**src/rtl/sonar_pkg.sv**
```systemverilog
// ----------------------------------------------------------------------------
// sonar_pkg
// Shared definitions for the MaxSonar round-robin scheduler:
//   - sonarState_t : scheduler state encoding (3 bits)
//   - DIST_W       : width of one distance slice (inches, 8 bits)
//   - IDX_W        : width of a sensor index (up to 8 sensors)
//   - CNT_W        : width of the state cycle counter
//   - DIST_TIMEOUT : value written into a slice when its sensor never answers
// ----------------------------------------------------------------------------
package sonar_pkg;

    localparam int DIST_W = 8;
    localparam int IDX_W  = 3;
    localparam int CNT_W  = 32;

    localparam logic [DIST_W-1:0] DIST_TIMEOUT = 8'hFF;

    typedef enum logic [2:0] {
        IDLE     = 3'd0,
        CONV_RST = 3'd1,
        TRIGGER  = 3'd2,
        WAIT     = 3'd3,
        STORE    = 3'd4,
        TOUT     = 3'd5,
        GAP      = 3'd6
    } sonarState_t;

endpackage

```
**src/rtl/sonar_min_finder.sv**
```systemverilog
// ----------------------------------------------------------------------------
// sonar_min_finder
// Purely combinational search for the smallest valid distance among N slices.
// Ports:
//   i_dist    [DIST_W*N-1:0] packed distance slices, slice k at [8k+7:8k]
//   i_valid   [N-1:0]        slice k takes part in the search when set
//   o_minDist [DIST_W-1:0]   smallest valid distance, DIST_TIMEOUT if none
//   o_minIdx  [IDX_W-1:0]    index of that slice, 0 if none valid
// ----------------------------------------------------------------------------
module sonar_min_finder
    import sonar_pkg::*;
#(
    parameter int N = 3
) (
    input  logic [DIST_W*N-1:0] i_dist,
    input  logic [N-1:0]        i_valid,
    output logic [DIST_W-1:0]   o_minDist,
    output logic [IDX_W-1:0]    o_minIdx
);

    logic [DIST_W-1:0] w_best;
    logic [IDX_W-1:0]  w_bestIdx;
    logic              w_found;

    // Linear scan from index 0 upward. The first valid slice is always taken,
    // after that only a strictly smaller value replaces the candidate, so on
    // equal distances the lower index is kept.
    always_comb begin
        w_best    = DIST_TIMEOUT;
        w_bestIdx = '0;
        w_found   = 1'b0;
        for (int k = 0; k < N; k++) begin
            if (i_valid[k] && (!w_found || (i_dist[DIST_W*k +: DIST_W] < w_best))) begin
                w_best    = i_dist[DIST_W*k +: DIST_W];
                w_bestIdx = IDX_W'(k);
                w_found   = 1'b1;
            end
        end
    end

    assign o_minDist = w_best;
    assign o_minIdx  = w_bestIdx;

endmodule

```
**src/rtl/sonar_scheduler.sv**
```systemverilog
// ----------------------------------------------------------------------------
// sonar_scheduler
// Fires up to N_SENSORS MaxSonar sensors one at a time, routes the active
// sensor's PWM line to a shared PWM-to-distance converter, resets that
// converter between sensors and captures each result (or a timeout marker)
// into a per-sensor distance register.
//
// Ports:
//   clk          system clock
//   reset        synchronous active-high reset
//   enable       level, 1 = keep scanning round-robin
//   pwm_in       raw PWM lines from the sensors
//   rx_out       ranging-enable pins, at most one high
//   pwm_sel      selected PWM line towards the converter
//   conv_reset   one-cycle reset pulse to the converter
//   distance_in  converter distance (inches)
//   new_dist_in  converter new-result flag
//   dist_out     captured distances, sensor k at [8k+7:8k]
//   valid_out    per-sensor fresh non-timeout result flag
//   update       one-cycle pulse whenever a slice is written
//   cur_idx      sensor currently being serviced
//   timeout      one-cycle pulse when a sensor fails to answer
//   min_dist     (SONAR_SCHED_MINDIST_EN only) smallest valid distance
//   min_idx      (SONAR_SCHED_MINDIST_EN only) index of that sensor
//
// Optional feature macro: SONAR_SCHED_MINDIST_EN
// ----------------------------------------------------------------------------
module sonar_scheduler
    import sonar_pkg::*;
#(
    parameter int N_SENSORS    = 3,
    parameter int RX_PULSE_CYC = 2000,
    parameter int TIMEOUT_CYC  = 5_000_000,
    parameter int GAP_CYC      = 100_000
) (
    input  logic                        clk,
    input  logic                        reset,
    input  logic                        enable,
    input  logic [N_SENSORS-1:0]        pwm_in,
    output logic [N_SENSORS-1:0]        rx_out,
    output logic                        pwm_sel,
    output logic                        conv_reset,
    input  logic [DIST_W-1:0]           distance_in,
    input  logic                        new_dist_in,
    output logic [DIST_W*N_SENSORS-1:0] dist_out,
    output logic [N_SENSORS-1:0]        valid_out,
    output logic                        update,
    output logic [IDX_W-1:0]            cur_idx,
    output logic                        timeout
`ifdef SONAR_SCHED_MINDIST_EN
    ,
    output logic [DIST_W-1:0]           min_dist,
    output logic [IDX_W-1:0]            min_idx
`endif
);

    localparam logic [CNT_W-1:0] RX_LAST   = CNT_W'(RX_PULSE_CYC - 1);
    localparam logic [CNT_W-1:0] TOUT_LAST = CNT_W'(TIMEOUT_CYC - 1);
    localparam logic [CNT_W-1:0] GAP_LAST  = CNT_W'(GAP_CYC - 1);
    localparam logic [IDX_W-1:0] IDX_LAST  = IDX_W'(N_SENSORS - 1);

    sonarState_t                 r_state;
    logic [CNT_W-1:0]            r_cnt;
    logic [IDX_W-1:0]            r_curIdx;
    logic [N_SENSORS-1:0]        r_rx;
    logic                        r_convReset;
    logic                        r_update;
    logic                        r_timeout;
    logic [DIST_W*N_SENSORS-1:0] r_dist;
    logic [N_SENSORS-1:0]        r_valid;
    logic                        r_ndPrev;

    logic [N_SENSORS-1:0]        w_rxOneHot;
    logic                        w_pwmSel;
    logic                        w_route;
    logic                        w_ndRise;
    logic [IDX_W-1:0]            w_nextIdx;

    // Decode the current sensor index into a one-hot RX pattern and pick out
    // that sensor's PWM line. Done with a compare loop so the index width never
    // has to match the (parameter dependent) vector width.
    always_comb begin
        w_rxOneHot = '0;
        w_pwmSel   = 1'b0;
        for (int k = 0; k < N_SENSORS; k++) begin
            if (r_curIdx == IDX_W'(k)) begin
                w_rxOneHot[k] = 1'b1;
                w_pwmSel      = pwm_in[k];
            end
        end
    end

    // The PWM route is only open while the sensor is ranging or being waited
    // on; everywhere else the converter sees a quiet line.
    assign w_route   = (r_state == TRIGGER) || (r_state == WAIT);
    assign pwm_sel   = w_route & w_pwmSel;

    // A capture is only triggered by a fresh rising edge of new_dist, never by
    // a level that was already high.
    assign w_ndRise  = new_dist_in & ~r_ndPrev;

    assign w_nextIdx = (r_curIdx == IDX_LAST) ? '0 : r_curIdx + IDX_W'(1);

    // RX is gated by reset directly so a sensor stops ranging in the very
    // cycle reset is raised, not one edge later.
    assign rx_out     = reset ? '0 : r_rx;
    assign conv_reset = r_convReset;
    assign update     = r_update;
    assign timeout    = r_timeout;
    assign dist_out   = r_dist;
    assign valid_out  = r_valid;
    assign cur_idx    = r_curIdx;

    // Main scheduler. Outputs are registered alongside the state so each
    // output lines up with the state it belongs to: conv_reset is set on the
    // way into CONV_RST, RX on the way into TRIGGER, and the slice write plus
    // update/timeout pulses on the way into STORE/TOUT. The counter is cleared
    // on every state change. new_dist history is tracked in every state except
    // CONV_RST, where it is cleared, so a level held over from the previous
    // sensor is already "old" by the time WAIT starts looking for an edge.
    always_ff @(posedge clk) begin
        if (reset) begin
            r_state     <= IDLE;
            r_cnt       <= '0;
            r_curIdx    <= '0;
            r_rx        <= '0;
            r_convReset <= 1'b0;
            r_update    <= 1'b0;
            r_timeout   <= 1'b0;
            r_dist      <= '0;
            r_valid     <= '0;
            r_ndPrev    <= 1'b0;
        end else begin
            r_convReset <= 1'b0;
            r_update    <= 1'b0;
            r_timeout   <= 1'b0;
            r_ndPrev    <= new_dist_in;

            case (r_state)
                IDLE: begin
                    if (enable) begin
                        r_state     <= CONV_RST;
                        r_convReset <= 1'b1;
                        r_cnt       <= '0;
                    end
                end

                CONV_RST: begin
                    r_state  <= TRIGGER;
                    r_rx     <= w_rxOneHot;
                    r_ndPrev <= 1'b0;
                    r_cnt    <= '0;
                end

                TRIGGER: begin
                    if (r_cnt == RX_LAST) begin
                        r_state <= WAIT;
                        r_rx    <= '0;
                        r_cnt   <= '0;
                    end else begin
                        r_cnt <= r_cnt + CNT_W'(1);
                    end
                end

                WAIT: begin
                    if (w_ndRise) begin
                        r_state  <= STORE;
                        r_update <= 1'b1;
                        r_cnt    <= '0;
                        for (int k = 0; k < N_SENSORS; k++) begin
                            if (r_curIdx == IDX_W'(k)) begin
                                r_dist[DIST_W*k +: DIST_W] <= distance_in;
                                r_valid[k]                 <= 1'b1;
                            end
                        end
                    end else if (r_cnt == TOUT_LAST) begin
                        r_state   <= TOUT;
                        r_update  <= 1'b1;
                        r_timeout <= 1'b1;
                        r_cnt     <= '0;
                        for (int k = 0; k < N_SENSORS; k++) begin
                            if (r_curIdx == IDX_W'(k)) begin
                                r_dist[DIST_W*k +: DIST_W] <= DIST_TIMEOUT;
                                r_valid[k]                 <= 1'b0;
                            end
                        end
                    end else begin
                        r_cnt <= r_cnt + CNT_W'(1);
                    end
                end

                STORE, TOUT: begin
                    r_state <= GAP;
                    r_cnt   <= '0;
                end

                GAP: begin
                    if (r_cnt == GAP_LAST) begin
                        r_curIdx <= w_nextIdx;
                        r_cnt    <= '0;
                        if (enable) begin
                            r_state     <= CONV_RST;
                            r_convReset <= 1'b1;
                        end else begin
                            r_state <= IDLE;
                        end
                    end else begin
                        r_cnt <= r_cnt + CNT_W'(1);
                    end
                end

                default: begin
                    r_state <= IDLE;
                    r_cnt   <= '0;
                    r_rx    <= '0;
                end
            endcase
        end
    end

`ifdef SONAR_SCHED_MINDIST_EN
    logic [DIST_W-1:0] w_minDist;
    logic [IDX_W-1:0]  w_minIdx;
    logic [DIST_W-1:0] r_minDist;
    logic [IDX_W-1:0]  r_minIdx;

    sonar_min_finder #(
        .N (N_SENSORS)
    ) u_minFinder (
        .i_dist    (r_dist),
        .i_valid   (r_valid),
        .o_minDist (w_minDist),
        .o_minIdx  (w_minIdx)
    );

    // The slices change on the same edge that raises update, so while update
    // is high the finder already sees the new contents; latching then gives
    // the refreshed minimum one cycle after the update pulse.
    always_ff @(posedge clk) begin
        if (reset) begin
            r_minDist <= DIST_TIMEOUT;
            r_minIdx  <= '0;
        end else if (r_update) begin
            r_minDist <= w_minDist;
            r_minIdx  <= w_minIdx;
        end
    end

    assign min_dist = r_minDist;
    assign min_idx  = r_minIdx;
`endif

endmodule

```
**config.mk**
```make
export PLATFORM = sky130hd
export DESIGN_NAME = sonar_scheduler
export DESIGN_NICKNAME = d
export VERILOG_FILES = /design/src/rtl/sonar_pkg.sv /design/src/rtl/sonar_min_finder.sv /design/src/rtl/sonar_scheduler.sv
export SDC_FILE = /design/constraint.sdc
export NUM_CORES = 1
export LEC_CHECK = 0
export ABC_AREA = 0
export CORE_MARGIN = 2
export CORE_UTILIZATION = 34
export CTS_CLUSTER_SIZE = 40
export DETAILED_ROUTE_END_ITERATION = 10
export SYNTH_ARGS = -nofsm -noshare
export SYNTH_HDL_FRONTEND = slang
export SYNTH_HIERARCHICAL = 1
export SYNTH_SLANG_ARGS = --single-unit
```
**constraint.sdc**
```tcl
create_clock -name clk -period 3 [get_ports clk]
set_input_delay 0.45 -clock clk [delete_from_list [all_inputs] [get_ports clk]]
set_output_delay 0.45 -clock clk [all_outputs]
set_load 0.02 [all_outputs]
```
==> summary.md, run 1 <==
| Metric | Value |
|---|---|
| Status | `finished clean` |
| Slew margin rel. | `56.3%` |
| Hold Fails Final Rpt | `0` |
| Worst path required time | `3260 ps` |
| Row Count | `36` |
| Drt total wl | `7460 um` |
| Wire length per cell | `13.0 um` |
| Post-synth top flop | `dfxtp_1` |
| Initial Util | `34.6%` |
| Async S/R FF share, synth | `0%` |
| Top-area cell type share of the netlist area | `43.3%` |
| Avg Vias per Cell | `4.96` |
| Initial antenna violation count | `0` |
| Maximum clock frequency | `393 MHz` |
| DRC | `0` |
| Distinct cells, synth | `48` |
| Root Driver | `clkbuf_8` |
| R2R Path Start | `r_cnt[0]$_SDFFE_PP0N_` |
| 1st-iter DRT viols | `132` |
| Die area | `0.0106 mm^2` |
| Antenna diode count | `0` |
| Critical Path Source | `r_cnt[0]$_SDFFE_PP0N_` |
| Crit Path Class | `reg2reg` |
| Overflow after GRT | `0` |
| Commonest non-fill, non-tap cell in the layout | `nor2_1` |
| FF+latch count, synth | `72` |
| VDD IR max | `0.177 mV` |
| Port Buf Inserts | `51` |
| CTS tree | `done` |
| Clock skew | `14.4 ps` |
| Worst skew pair latency | `360 ps` |
| Final setup viols | `0` |
| Net count reported at finish | `453` |
| Vias in the first global route | `2600` |
| CP Capture Type | `register` |
| Pleak | `1.34 nW` |
| Seq/Total Area, Yosys | `43.3%` |
| Max Used Layer | `met4` |
| Number of synthesis warnings | `6` |
| CTS H-Tree Depth | `3` |
| Top Ports | `52` |
| Hold Crit Class | `reg2reg` |
| DRT antenna net count | `0` |
| Min cycle time layout | `2540 ps` |
| Top post-synthesis cells by area | `dfxtp_1 (43%), nor2_1 (9.2%), xor2_1 (5.5%), a211oi_1 (5.2%), nand3_1 (2.9%)` |
| Pwr Density | `520 mW/mm^2` |
| M1 WL | `3640 um` |
| Final worst path period share | `84.7%` |
| Filler cells | `977` |
| Clock Pin Slew Worst Setup and Hold Paths | `80 ps` |
| DRT Pass-1 Iters | `4` |
| Commonest cells after routing, fill and taps aside | `nor2_1 (82), dfxtp_1 (72), clkdlybuf4s50_1 (51)` |
| Via count | `2854` |
| RD Place Congestion | `0.849` |
| Core area | `0.00964 mm^2` |
| Chip Height | `103 um` |
| EDFF count, synth | `0` |
| Min setup slack post-route | `458 ps` |
| Pre-CTS WS | `343 ps` |
| Synth Area per Inst | `8.57 um^2` |
| Post-CTS Resized | `0` |
| Hold buffer count at CTS | `0` |
| Pin count of the biggest net entering global routing | `48` |
| Max cap viols | `0` |
| CTS Buf Count | `9` |
| Metal3 WL | `340 um` |
| Final slew viol count | `0` |
| CP arrival | `2800 ps` |
| Net Count, Synth | `405` |
| GRT Total Usage | `15.0%` |
| Layout area overhead | `24.8%` |
| WL met2 | `3320 um` |
| CTS sink cnt | `72` |
| Min-delay src | `valid_out[2]$_SDFFE_PP0P_` |
| Post-Synthesis Cells | `389` |
| Worst-path fanout max | `16` |
| Least-Margin Pin Slew | `654 ps` |
| Mapped Area | `0.00333 mm^2` |
| Die W | `103 um` |
| Layout cells sized above 1 | `7.92%` |
| Synth area leader | `dfxtp_1` |
| Clock Tree Buf Depth | `2` |
| HPWL after DPL | `5350 um` |
| Crit path launch type | `register` |
| RSZ-0062 raised after global routing | `no` |
| Global-route wire length before repair | `12500 um` |
| Setup tns final | `0 ps` |
| Post-CTS Setup Bufs | `0` |
==> critical path: stages, from the launching register on <==
cell	delay, ps
dfxtp_1	410
ha_1	260
nand3b_1	140
nor3_1	440
a31oi_4	210
nor3_4	590
nor2_1	120
a211oi_1	270
==> stage by stage <==
step	area, um^2	total power [mW]	util [%]	std cells	hold WS, ps
final	4160	2.16	43.1	575	477
after global routing	4160	2.27	43.1	575	512
after CTS	4160	2.19	43.1	575	483
after detailed placement	3930	1.32	40.8	559	470
after global placement	3930	1.32	40.8	559	459
after floorplan	3330	1.24	-	389	461
==> final cells by class <==
type / instances / area (um^2) / share of cell area (%)
tap: 133 / 166 / 4.00
clock buffer: 9 / 124 / 2.98
inverter: 5 / 18.8 / 0.451
clock inverter: 7 / 103 / 2.47
multi-input combinational: 293 / 1760 / 42.3
sequential: 72 / 1440 / 34.7
timing repair buffer: 56 / 548 / 13.2
==> synthesized netlist by cell type, types with 2 or more instances <==
| master | instances |
|---|---|
| or2_2 | 2 |
| nor4_2 | 2 |
| nor2b_1 | 3 |
| nand4b_1 | 2 |
| a211oi_2 | 2 |
| xnor2_1 | 7 |
| a211oi_1 | 23 |
| or3_1 | 6 |
| a21o_1 | 2 |
| buf_6 | 5 |
| dfxtp_1 | 72 |
| clkbuf_1 | 11 |
| nand2b_1 | 8 |
| or4_1 | 3 |
| o32ai_1 | 3 |
| nand4_1 | 7 |
| o21ai_0 | 10 |
| nand3_1 | 19 |
| nor3_1 | 10 |
| inv_1 | 5 |
| nor4_1 | 8 |
| a31oi_1 | 4 |
| nand3b_1 | 2 |
| and4_1 | 3 |
| nor2_1 | 82 |
| xor2_1 | 21 |
| and3_1 | 8 |
| nor3_4 | 3 |
| or4b_1 | 2 |
| a21oi_1 | 8 |
| nand2_1 | 25 |
| and2_1 | 5 |
==> cells by family after synthesis <==
kind of cell | Yosys count | share of synthesized area [%]
AOI/OAI and AO/OA | 60 | 13.0
adders and majority gates | 1 | 0.375
buffers and inverters | 24 | 3.98
xor gates and xnor gates | 28 | 7.36
DFF | 72 | 43.3
and+or+nand+nor | 204 | 32.0
==> state kept, by name, indices dropped and copies added (netlist names) <==
| signal | flops |
|---|---|
| r_rx | 3 |
| valid_out | 3 |
| r_state | 3 |
| update | 1 |
| timeout | 1 |
| r_cnt | 32 |
| cur_idx | 3 |
| conv_reset | 1 |
| dist_out | 24 |
| r_ndPrev | 1 |
==> metal layers <==
layer / global-route usage, % / vias up
li1: - / 1470
met1: 20.3 / 1317
met2: 22.4 / 55
met3: 3.73 / 12
met4: 6.58 / 0
met5: 0 / -
==> report_power, final <==
part	switching [mW]	total (mW)	internal [mW]
Clock	0.386	0.863	0.478
Sequential	0.0409	1.02	0.983
Combinational	0.168	0.277	0.110
Total	0.594	2.16	1.57
==> path summary, 6_finish.rpt <==
kind / to / slack, ps / cells after the start
hold / removal: valid_out[2]$_SDFFE_PP0P_ / 480 / 2
hold reg to reg: valid_out[2]$_SDFFE_PP0P_ / 480 / 2
setup / recovery: dist_out[7]$_SDFFE_PP0P_ / 460 / 7
setup reg to reg: dist_out[7]$_SDFFE_PP0P_ / 460 / 7
Power figures use the tool's default switching activity.
==> run 2: changes to the inputs <==
==> constraint.sdc (replaced) <==
create_clock -name clk -period 2.25 [get_ports clk]
set_input_delay 0.3375 -clock clk [delete_from_list [all_inputs] [get_ports clk]]
set_output_delay 0.3375 -clock clk [all_outputs]
set_load 0.02 [all_outputs]
==> run 2 against run 1 <==
  * Die area unchanged
  * Worst hold slack improved by 6.1 ps
  * Clock power increased by 12%
  * Sequential share of layout area decreased by 1.4 points
  * Critical path depth unchanged
==> summary.md, run 2 (synthesized netlist as in run 1, its figures left out) <==
| Metric | Value |
|---|---|
| VDD IR max | `0.236 mV (+33%)` |
| Sequential Power Share | `48.6% (+1.3 points)` |
| Register name with the most flops | `r_cnt` |
| Crit path cell chain | `or4b_1 -> nor4_4 -> o211ai_1 -> a21oi_2 -> a21o_1 -> buf_12 -> nor2_1` |
| Final slew viol count | `0 (unchanged)` |
| Footprint of the multi-input gates | `0.00180 mm^2 (+2.3%)` |
| Worst-path fanout max | `27 (+11)` |
| Clock Tree Buf Depth | `2 (unchanged)` |
| M1 WL | `3820 um (+4.9%)` |
| DP Area | `0.00410 mm^2 (+4.3%)` |
| Initial antenna violation count | `0 (unchanged)` |
| Commonest cells after routing, fill and taps aside | `nor2_1 (82), dfxtp_1 (72), clkdlybuf4s50_1 (50)` |
| Port Buf Inserts | `51 (unchanged)` |
| Pre-CTS WS | `-8.31 ps (-352 ps)` |
| Net count reported at finish | `473 (+4.4%)` |
| Metal3 WL | `257 um (-24%)` |
| Least-Margin Pin Slew | `508 ps (-146 ps)` |
| Sw Share | `30.1% (+2.7 points)` |
| Filler cells | `1003 (+2.7%)` |
| Clock Pin Slew Worst Setup and Hold Paths | `90 ps (about the same)` |
| Die area | `0.0106 mm^2 (unchanged)` |
| Maximum clock frequency | `473 MHz (+20%)` |
| DRT Pass-1 Iters | `4 (unchanged)` |
| Initial Util | `34.6% (unchanged)` |
| Top Ports | `52 (unchanged)` |
| DRT antenna net count | `0 (unchanged)` |
| CP arrival | `2350 ps (-450 ps)` |
| Status | `finished clean` |
| WL met2 | `3660 um (+10%)` |
| Worst path required time | `2480 ps (-780 ps)` |
| Overflow after GRT | `0 (unchanged)` |
| Chip Height | `103 um (unchanged)` |
| NetSw | `833 uW (+40%)` |
| CTS Buf Count | `9 (unchanged)` |
| Reg2Reg Depth | `7 (unchanged)` |
| Drt total wl | `7820 um (+4.8%)` |
| Die W | `103 um (unchanged)` |
| Worst path slowest cell | `or4b_1` |
| Clock skew | `15.2 ps (+0.753 ps)` |
| Final worst path period share | `94.1% (+9.3 points)` |
| Slew margin rel. | `66.1% (+9.9 points)` |
| Max Used Layer | `met4` |
| DP Cell Count | `578 (+3.4%)` |
| CTS tree | `done` |
| Crit Path Class | `reg2reg` |
| Pleak | `1.45 nW (+7.9%)` |
| Final setup viols | `0 (unchanged)` |
| Pin count of the biggest net entering global routing | `48 (unchanged)` |
| Min setup slack post-route | `134 ps (-324 ps)` |
| GRT Total Usage | `15.3% (+0.31 points)` |
| CTS H-Tree Depth | `3 (unchanged)` |
| Hold Fails Final Rpt | `0 (unchanged)` |
| Worst skew pair latency | `350 ps (about the same)` |
| CTS sink cnt | `72 (unchanged)` |
| Total power | `2.77 mW (+28%)` |
| Vias in the first global route | `2642 (+1.6%)` |
| Avg Vias per Cell | `5.00 (+0.74%)` |
| 1st-iter DRT viols | `107 (-19%)` |
| Reg area | `0.00144 mm^2 (unchanged)` |
| Hold Crit Class | `reg2reg` |
| Max cap viols | `0 (unchanged)` |
| Core area | `0.00964 mm^2 (unchanged)` |
| Gate power share | `16.5% (+3.7 points)` |
| Internal power | `1.93 mW (+23%)` |
| Layout area overhead | `30.0%` |
| Commonest non-fill, non-tap cell in the layout | `nor2_1` |
| HPWL after DPL | `5640 um (+5.6%)` |
| CP Capture Type | `register` |
| Final instance area | `0.00433 mm^2 (+4.2%)` |
| Crit-path max cell delay | `590 ps (about the same)` |
| Largest register FFs | `32 (unchanged)` |
| RSZ-0062 raised after global routing | `yes` |
| Pwr Density | `639 mW/mm^2 (+23%)` |
| Clock power frac | `34.9% (-5.0 points)` |
| Hold Path Stages | `2 (unchanged)` |
| Antenna diode count | `0 (unchanged)` |
| Min cycle time layout | `2120 ps (-426 ps)` |
| Row Count | `36 (unchanged)` |
| Global-route wire length before repair | `12700 um (+1.7%)` |
| Layout cells sized above 1 | `12.8% (+4.9 points)` |
| Hold slack | `483 ps (+6.10 ps)` |
| Final Instance Count excl. Fillers | `595 (+3.5%)` |
| Wire length per cell | `13.1 um (+1.3%)` |
| RD Place Congestion | `0.813 (-4.2%)` |
| Root Driver | `clkbuf_8` |
| Crit path launch type | `register` |
| Via count | `2975 (+4.2%)` |
| DRC | `0 (unchanged)` |
==> run 2: final cells by class <==
class / instances / share of cell area [%]
clock buffer: 9 / 2.86
tap: 133 / 3.84
sequential: 72 / 33.3
multi-input combinational: 293 / 41.5
clock inverter: 7 / 1.41
timing repair buffer: 76 / 16.7
inverter: 5 / 0.433
==> run 2: repair_timing <==
action	4_1_cts	5_1_grt
setup endpoints to repair	1	34
pin swaps	0	1
buffers inserted	0	1
gates resized for setup	1	6
gates cloned	0	0
hold buffers	0	0
==> run 2: through the flow <==
stage	setup TNS, ps	util (%)
floorplan	0	-
CTS	0	44.4
detailed placement	-8.31	42.5
global route	-27.0	45.0
global placement	0	42.5
finish	0	45.0
==> run 2: final timing paths <==
check	startpoint	end	slack, ps
max	r_cnt[18]$_SDFFE_PP0N_	r_cnt[11]$_SDFFE_PP0N_	130
min	valid_out[2]$_SDFFE_PP0P_	valid_out[2]$_SDFFE_PP0P_	480
max reg2reg	r_cnt[18]$_SDFFE_PP0N_	r_cnt[11]$_SDFFE_PP0N_	130
min reg2reg	valid_out[2]$_SDFFE_PP0P_	valid_out[2]$_SDFFE_PP0P_	480
==> run 2: per-layer routing <==
| metal | global-route usage, % | up-vias |
|---|---|---|
| met5 | 0 | - |
| met4 | 5.57 | 0 |
| met3 | 3.46 | 7 |
| met2 | 24.2 | 49 |
| met1 | 20.4 | 1405 |
| li1 | - | 1514 |
==> run 2: critical path, delay by kind of cell, from the launching register on <==
family | cells | cell delay [ps]
AOI/OAI and AO/OA | 3 | 610
buffers and inverters | 1 | 180
DFF | 1 | 360
and+or+nand+nor | 3 | 830
==> run 2: power groups by stage <==
| stage | registers (mW) | clock network [mW] | logic [mW] |
|---|---|---|---|
| global route | 1.35 | 1.05 | 0.503 |
| floorplan | 1.38 | 0 | 0.270 |
| detailed placement | 1.37 | 0 | 0.449 |
| global placement | 1.37 | 0 | 0.445 |
| CTS | 1.34 | 1.01 | 0.449 |
| finish | 1.34 | 0.966 | 0.457 |
==> run 3: changes to the inputs <==
--- a/config.mk
+++ b/config.mk
@@ -10,6 +10,7 @@
 export CORE_UTILIZATION = 34
 export CTS_CLUSTER_SIZE = 40
 export DETAILED_ROUTE_END_ITERATION = 10
+export SKIP_LAST_GASP = 1
 export SYNTH_ARGS = -nofsm -noshare
 export SYNTH_HDL_FRONTEND = slang
 export SYNTH_HIERARCHICAL = 1
==> results of run 3 <==
The final DEF is identical to that of run 2; final timing and power are the same.
